**src/rtl/prog_encoder_loader.sv**
```systemverilog
// Program loader: packs symbolic MIPS commands into 32-bit words and writes them
// sequentially into instruction memory, holding the CPU while loading.
module prog_encoder_loader #(
  parameter int unsigned ADDR_W = 6,
  parameter int unsigned DEPTH  = 64
) (
  input  logic              CLK,
  input  logic              RESETn,
  input  logic              start,
  input  logic              cmd_valid,
  output logic              cmd_ready,
  input  logic [3:0]        cmd_kind,
  input  logic [4:0]        cmd_rs,
  input  logic [4:0]        cmd_rt,
  input  logic [4:0]        cmd_rd,
  input  logic [15:0]       cmd_imm,
  input  logic              cmd_last,
  output logic              imem_we,
  output logic [ADDR_W-1:0] imem_addr,
  output logic [31:0]       imem_wdata,
  output logic              cpu_hold,
  output logic              done,
  output logic              err,
  output logic [1:0]        err_code,
  output logic [ADDR_W:0]   words
);

  localparam int unsigned        WORDS_W  = ADDR_W + 1;
  localparam logic [WORDS_W-1:0] LAST_IDX = WORDS_W'(DEPTH - 1);

  typedef enum logic [2:0] {
    S_IDLE  = 3'd0,
    S_LOAD  = 3'd1,
    S_DRAIN = 3'd2,
    S_DONE  = 3'd3,
    S_ERR   = 3'd4
  } state_t;

  state_t              r_state;
  logic                r_was_last;
  logic                r_cmd_ready;
  logic                r_we;
  logic [ADDR_W-1:0]   r_addr;
  logic [31:0]         r_wdata;
  logic                r_hold;
  logic                r_done;
  logic                r_err;
  logic [1:0]          r_err_code;
  logic [WORDS_W-1:0]  r_words;

  logic                w_accept;
  logic                w_legal;
  logic [31:0]         w_enc;

  // Pack one command into its MIPS machine word.
  function automatic logic [31:0] encode(input logic [3:0] kind, input logic [4:0] rs,
                                         input logic [4:0] rt, input logic [4:0] rd,
                                         input logic [15:0] imm);
    logic [31:0] w;
    w = 32'd0;
    case (kind)
      4'd0:    w = {6'b000000, rs, rt, rd, 5'b00000, 6'b100000};
      4'd1:    w = {6'b000000, rs, rt, rd, 5'b00000, 6'b100010};
      4'd2:    w = {6'b000000, rs, rt, rd, 5'b00000, 6'b100100};
      4'd3:    w = {6'b000000, rs, rt, rd, 5'b00000, 6'b100101};
      4'd4:    w = {6'b000000, rs, rt, rd, 5'b00000, 6'b100110};
      4'd5:    w = {6'b000000, rs, rt, rd, 5'b00000, 6'b101010};
      4'd6:    w = {6'b000000, rs, 15'd0, 6'b001000};
      4'd7:    w = {6'b100011, rs, rt, imm};
      4'd8:    w = {6'b101011, rs, rt, imm};
      4'd9:    w = {6'b001000, rs, rt, imm};
      4'd10:   w = {6'b001100, rs, rt, imm};
      4'd11:   w = {6'b001101, rs, rt, imm};
      4'd12:   w = {6'b000100, rs, rt, imm};
      4'd13:   w = {6'b000101, rs, rt, imm};
      default: w = 32'd0;
    endcase
    return w;
  endfunction

  assign w_accept = cmd_valid & r_cmd_ready;
  assign w_legal  = (cmd_kind <= 4'd13);
  assign w_enc    = encode(cmd_kind, cmd_rs, cmd_rt, cmd_rd, cmd_imm);

  always_ff @(posedge CLK) begin
    if (!RESETn) begin
      r_state     <= S_IDLE;
      r_was_last  <= 1'b0;
      r_cmd_ready <= 1'b0;
      r_we        <= 1'b0;
      r_addr      <= '0;
      r_wdata     <= '0;
      r_hold      <= 1'b0;
      r_done      <= 1'b0;
      r_err       <= 1'b0;
      r_err_code  <= 2'd0;
      r_words     <= '0;
    end else begin
      r_we <= 1'b0;
      case (r_state)
        S_IDLE, S_DONE, S_ERR: begin
          if (start) begin
            r_state     <= S_LOAD;
            r_cmd_ready <= 1'b1;
            r_hold      <= 1'b1;
            r_done      <= 1'b0;
            r_err       <= 1'b0;
            r_err_code  <= 2'd0;
            r_words     <= '0;
            r_was_last  <= 1'b0;
          end
        end
        S_LOAD: begin
          if (w_accept) begin
            if (!w_legal) begin
              r_state     <= S_ERR;
              r_cmd_ready <= 1'b0;
              r_hold      <= 1'b0;
              r_err       <= 1'b1;
              r_err_code  <= 2'd1;
            end else begin
              r_we    <= 1'b1;
              r_addr  <= r_words[ADDR_W-1:0];
              r_wdata <= w_enc;
              r_words <= r_words + WORDS_W'(1);
              // Final slot is still written; overflow is judged in DRAIN.
              if (cmd_last || (r_words == LAST_IDX)) begin
                r_state     <= S_DRAIN;
                r_cmd_ready <= 1'b0;
                r_was_last  <= cmd_last;
              end
            end
          end
        end
        S_DRAIN: begin
          r_hold <= 1'b0;
          if (r_was_last) begin
            r_state <= S_DONE;
            r_done  <= 1'b1;
          end else begin
            r_state    <= S_ERR;
            r_err      <= 1'b1;
            r_err_code <= 2'd2;
          end
        end
        default: begin
          r_state     <= S_IDLE;
          r_cmd_ready <= 1'b0;
          r_hold      <= 1'b0;
        end
      endcase
    end
  end

  assign cmd_ready  = r_cmd_ready;
  assign imem_we    = r_we;
  assign imem_addr  = r_addr;
  assign imem_wdata = r_wdata;
  assign cpu_hold   = r_hold;
  assign done       = r_done;
  assign err        = r_err;
  assign err_code   = r_err_code;
  assign words      = r_words;

endmodule
```
**config.mk**
```make
export PLATFORM = sky130hd
export DESIGN_NAME = prog_encoder_loader
export DESIGN_NICKNAME = d
export VERILOG_FILES = /design/src/rtl/prog_encoder_loader.sv
export SDC_FILE = /design/constraint.sdc
export NUM_CORES = 1
export LEC_CHECK = 0
export ABC_CLOCK_PERIOD_IN_PS = 2560
export CORE_MARGIN = 2
export CORE_UTILIZATION = 48
export DETAILED_ROUTE_END_ITERATION = 10
export GPL_TIMING_DRIVEN = 0
export HOLD_SLACK_MARGIN = 0.15
export PLACE_DENSITY = 0.88
export SYNTH_ARGS = -nofsm -noshare
export SYNTH_HDL_FRONTEND = slang
export SYNTH_SLANG_ARGS = --single-unit
export TNS_END_PERCENT = 1
```
**constraint.sdc**
```tcl
create_clock -name CLK -period 2.56 [get_ports CLK]
set_input_delay 0.512 -clock CLK [delete_from_list [all_inputs] [get_ports CLK]]
set_output_delay 0.512 -clock CLK [all_outputs]
set_load 0.01 [all_outputs]
```
==> results of run 1 <==
## kinds of logic (layout without fill, tap and decap cells)
| kind of cell | after synthesis | after routing | share of synthesized area (%) |
|---|---|---|---|
| AO/OA/AOI/OAI | 97 | 97 | 24.2 |
| XOR/XNOR | 2 | 2 | 0.699 |
| adder cells (fa/ha/maj) | 1 | 1 | 0.499 |
| buffers and inverters | 35 | 132 | 6.74 |
| flip-flops | 54 | 54 | 43.2 |
| multiplexers | 2 | 2 | 0.849 |
| other | 1 | 1 | 0.150 |
| AND/OR/NAND/NOR | 124 | 124 | 23.7 |
## state kept, by name (all words and copies together) (netlist names)
signal / count
words: 7
r_state: 3
err: 1
cpu_hold: 1
err_code: 2
imem_wdata: 30
imem_addr: 6
r_was_last: 1
done: 1
imem_we: 1
cmd_ready: 1
## final cells by class
class                           instances  area (um^2)  area share (%)
Buffer                                 26          135            3.77
Clock buffer                            7         96.3            2.68
Clock inverter                          1         8.76           0.244
Inverter                                9         33.8           0.941
Multi-Input combinational cell        227         1250            35.0
Sequential cell                        54         1080            30.1
Tap cell                               70         87.6            2.44
Timing Repair Buffer                   89          891            24.8
## metrics by stage
| step | power, mW | util (%) | setup slack, ps | setup TNS, ps | hold slack, ps |
|---|---|---|---|---|---|
| after floorplan | 1.08 | - | 759 | 0 | 476 |
| after global placement | 1.24 | 68.6 | -13.5 | -18.5 | 439 |
| after detailed placement | 1.24 | 68.6 | -63.4 | -445 | 446 |
| after CTS | 1.76 | 70.7 | 229 | 0 | 460 |
| after global routing | 1.83 | 70.7 | 60.0 | 0 | 478 |
| final | 1.75 | 70.7 | 215 | 0 | 457 |
## critical path, delay by kind of cell
kind / cells / cell delay (ps)
simple gates: 3 / 470
buf+inv: 4 / 1440
compound gates: 1 / 160
## worst min-delay path by stage
stage / start / to / cells after the start
CTS: imem_wdata[17] / imem_wdata[17] / 2
global route: imem_wdata[29] / imem_wdata[29] / 2
finish: imem_wdata[17] / imem_wdata[17] / 2
floorplan: imem_wdata[10] / imem_wdata[10] / 2
global placement: imem_wdata[17] / imem_wdata[17] / 2
detailed placement: imem_wdata[17] / imem_wdata[17] / 2
## synthesized netlist by cell type, types with 2 or more instances
cell,n,area share [%]
dfxtp_1,54,43
a21oi_1,47,9.4
nand2_1,47,7.0
nor2_1,21,3.1
nand3_1,19,3.8
o21ai_0,17,3.4
clkbuf_1,15,2.2
nor3_1,11,2.2
inv_1,9,1.3
buf_2,6,1.2
a221oi_1,4,1.4
o311ai_0,4,1.4
a211oi_1,3,0.90
a32o_1,3,1.2
buf_6,3,1.3
nand2b_1,3,0.75
nor2b_1,3,0.75
o31ai_1,3,0.90
or4_1,3,0.90
a22oi_1,2,0.60
a31oi_1,2,0.50
and2_1,2,0.50
and3_1,2,0.50
buf_4,2,0.60
nor3b_1,2,0.60
or3_1,2,0.50
## power breakdown
part           switching [mW]  internal [mW]
combinational           0.180          0.163
sequential             0.0216          0.865
clock                   0.274          0.248
total                   0.476           1.28
## per-layer routing
layer  up-vias  GRT usage [%]  part of all wire, %  wire length [um]
met2        96           43.3                   49              3620
met5         -              0                    0                 0
met1      1259           32.6                   43              3190
li1       1310              -                    -                 -
met4         0           10.5                  2.7               195
met3        20           2.96                  4.8               351
==> results.ini, run 1 <==
[run_status]
outcome = finished clean

[power]
power.density_nw_per_um2 = 488
p_leak_nw = 1.26
ir_worst_vdd_v = 0.000231

[final_layout]
stdcell_count = 483
n_fill_cell = 435
final_cell_mix = 89 x clkdlybuf4s50_1, 54 x dfxtp_1, 47 x nand2_1, 47 x a21oi_1, 21 x nor2_1
final_common_cell = clkdlybuf4s50_1
drive_above_1_share_pct = 5.81
nets = 453
antenna_cells = 0
syn_to_final_growth_pct = 43.3
fin_area_um2 = 3590

[critical_path]
startpoint = cmd_kind[3]
crit_chain = clkdlybuf4s50_1 > and3_1 > clkbuf_1 > or3_1 > buf_2 > clkbuf_1 > nand2_1 > a21oi_1
cp.arrival_ps = 2580
worst_setup_path_end_kind = flop
crit_slowest_cell = clkdlybuf4s50_1
start_kind = input port
endpoint = imem_wdata[24]
critical_path_required_ps = 2800
critical_path_class = in2reg
worstReg2RegStart = r_state[0]
reg2reg_setup_slack_ps = 560
cp_common_cell = clkbuf_1
r2r-end = imem_wdata[27]
worstRegToRegCells = 6
cp_max_fo = 10
max_stage_delay_ps = 610

[job]
cap_viol_max_count = 0

[place]
hpwl_mm = 5.52
place_inst = 475
place_congestion = 0.928
portBuffers = 89
place_area_um2 = 3480

[clock_network]
cts-resized-gates = 0
postCtsHoldBufs = 0
htree_levels = 2
cts_buffers = 5
path_clk_slew_ps = 100
cts_max_path_buffers = 2
cts_tree = built
cts-root-buf = clkbuf_8
insertion_delay_ps = 310
cts_sinks = 54
cts_setup_buffers = 0

[synth]
ys_seq_area_share_pct = 43.2
syn-instance-count = 316
synth_area_um2 = 2500
avgSynthCellArea_um2 = 7.93
async_reset_ff_share_pct = 0
ys.flop_type = dfxtp_1
yosys.cell_types.count = 53
synth-edff-count = 0
syn-num-nets = 357
yosys_warnings = 0
ys_seq_elements = 54

[detailed_routing]
vias = 2685
drtIter0Drc = 130
firstDrtPassIters = 4
vias_per_cell = 5.56
drc = 0
drt-total-wl_mm = 7.36
wl_per_cell_um = 15.2
ant_nets = 0

[sta]
setup_viol = 0
finClkSkew_ps = 6.05
slew-limit-headroom_pct = 57.0
worst_slew_pin_slew_ps = 645
clock.fmax_mhz = 426
finalCriticalPeriod_ps = 2340
rsz0062_at_grt = false
drv_slew = 0
fin_crit_sh_pct = 91.6
finalHoldViolCount = 0

[global_route]
overflow = 0
grt_pass1_vias = 2592
grt_antenna_before_repair = 0
grtUsageTotal_pct = 25.4
grt_max_degree = 17
grt_pass1_wl_mm = 12.2

[floorplanning]
fp.dieW_um = 76.2
fp.dieH_um = 76.2
core.rowCount = 26
core_area_um2 = 5070
io_pins = 92
initial_core_util_pct = 49.4
die_area_um2 = 5810

[min_path]
hold_class = reg2reg

Note: power is estimated with default switching activity, not from simulation.
==> run 2: changes to the inputs <==
Settings changed: CORE_UTILIZATION 48 to 43, PLACE_DENSITY 0.88 to 0.81.
==> run 2 against run 1 <==
Effect of this change: global-route usage is 2.6 points lower; utilization is 6.7 points lower; largest cell class unchanged; highest routed layer unchanged; flip-flop and latch count stayed put; critical path type unchanged; final area is 0.63% lower; clock-buffer cell count is 1 lower; wire length is 2.5% lower; sequential power hardly changed; critical path depth stayed put; cell count is 0.21% higher; worst setup slack better by 71 ps; first-iteration DRC count is 15% higher.
==> results.ini, run 2 (synthesis results as in run 1) <==
[run_status]
outcome = finished clean

[clock_network]
cts_sinks = 54
cts-root-buf = clkbuf_8
cts-resized-gates = 0
cts_tree = built
insertion_delay_ps = 310
postCtsHoldBufs = 0
cts_buffers = 5
cts_setup_buffers = 0
path_clk_slew_ps = 100
cts_max_path_buffers = 2
htree_levels = 2

[detailed_routing]
drt-total-wl_mm = 7.17
drc = 0
ant_nets = 0
firstDrtPassIters = 4
drtIter0Drc = 150
vias = 2642
vias_per_cell = 5.46
wl_per_cell_um = 14.8

[global_route]
grt_max_degree = 16
grt_antenna_before_repair = 0
grt_pass1_vias = 2436
grtUsageTotal_pct = 22.7
grt_pass1_wl_mm = 11.5
overflow = 0

[floorplanning]
fp.dieH_um = 80.3
fp.dieW_um = 80.3
core.rowCount = 27
die_area_um2 = 6450
core_area_um2 = 5570
io_pins = 92
initial_core_util_pct = 44.9

[sta]
fin_hold_ws_ps = 456
drv_slew = 0
finalHoldViolCount = 0
finClkSkew_ps = 6.80
finalCriticalPeriod_ps = 2270
rsz0062_at_grt = false
clock.fmax_mhz = 440
setup_viol = 0
worst_slew_pin_slew_ps = 629
slew-limit-headroom_pct = 58.1
fin_crit_sh_pct = 88.8

[final_layout]
drive_above_1_share_pct = 5.34
antenna_cells = 0
n_fill_cell = 501
final_cell_mix = 89 x clkdlybuf4s50_1, 54 x dfxtp_1, 47 x nand2_1, 47 x a21oi_1, 21 x nor2_1
final_common_cell = clkdlybuf4s50_1
nets = 453
stdcell_count = 484
syn_to_final_growth_pct = 42.4
multi_input_area_um2 = 1250
register_area_um2 = 1080
largest_register_ffs = 30

[critical_path]
cp.arrival_ps = 2510
start_kind = input port
worst_setup_path_end_kind = flop
startpoint = cmd_kind[3]
cp_max_fo = 10
worstReg2RegStart = r_state[0]
critical_path_required_ps = 2790
critical_path_class = in2reg

[min_path]
hold_class = reg2reg
hold_start = imem_wdata[16]

[power]
ir_worst_vdd_v = 0.000255
power.density_nw_per_um2 = 472
p_leak_nw = 1.24

[place]
place_inst = 477
portBuffers = 89
hpwl_mm = 5.32
place_congestion = 0.966

[job]
cap_viol_max_count = 0

-- run 2: changes by cell type in the layout (fill, tap and decap cells not counted), sizes merged --
cell / previous run / this run
clkinv: 1 / 0
clkbuf: 22 / 21
clkinvlp: 0 / 1
-- run 2: worst paths after layout --
check / end / slack [ps] / cells past startpoint
hold reg to reg: imem_wdata[16] / 460 / 2
setup reg to reg: imem_wdata[9] / 610 / 6
hold / removal: imem_wdata[16] / 460 / 2
setup / recovery: imem_wdata[9] / 290 / 8
-- run 2: report_power, final --
group          internal, mW  switching (mW)  total (mW)
registers             0.865          0.0211       0.886
clock network         0.188           0.269       0.457
logic                 0.164           0.177       0.341
total                  1.22           0.467        1.68
-- run 2: through the flow --
stage | power (mW) | TNS, ps | setup slack [ps] | util [%] | cell area, um^2
2_1_floorplan | 1.08 | 0 | 759 | - | 2500
3_3_place_gp | 1.24 | -20.2 | -20.2 | 62.5 | 3490
3_5_place_dp | 1.24 | -650 | -55.8 | 62.5 | 3490
4_1_cts | 1.70 | 0 | 259 | 64.0 | 3570
5_1_grt | 1.77 | 0 | 101 | 64.0 | 3570
6_report | 1.68 | 0 | 286 | 64.0 | 3570
-- run 2: layout make-up --
class / count / share of cell area, %
clock inverter: 1 / 0.211
inverter: 9 / 0.947
multi-input combinational: 227 / 35.2
buffer: 26 / 3.79
timing repair buffer: 89 / 25.0
sequential: 54 / 30.3
tap: 72 / 2.53
clock buffer: 6 / 2.04
-- run 2: metal layers --
metal	track usage (%)	vias to the layer above	wire (um)
met5	0	-	0
met4	7.46	0	125
met3	3.93	9	402
met2	37.6	86	3410
met1	30.0	1226	3230
li1	-	1321	-
-- run 2: worst max-delay path, cell delays in order --
cell             delay [ps]
clkdlybuf4s50_1         590
and3_1                  180
clkbuf_1                240
or3_1                   150
buf_2                   200
clkbuf_1                380
nand2_1                 100
a21oi_1                 130
==> run 3: changes to the inputs <==
Settings changed: CORE_UTILIZATION 43 to 48, PLACE_DENSITY 0.81 to 0.88.
==> results of run 3 <==
The final DEF is identical to that of run 1; final timing and power are the same.
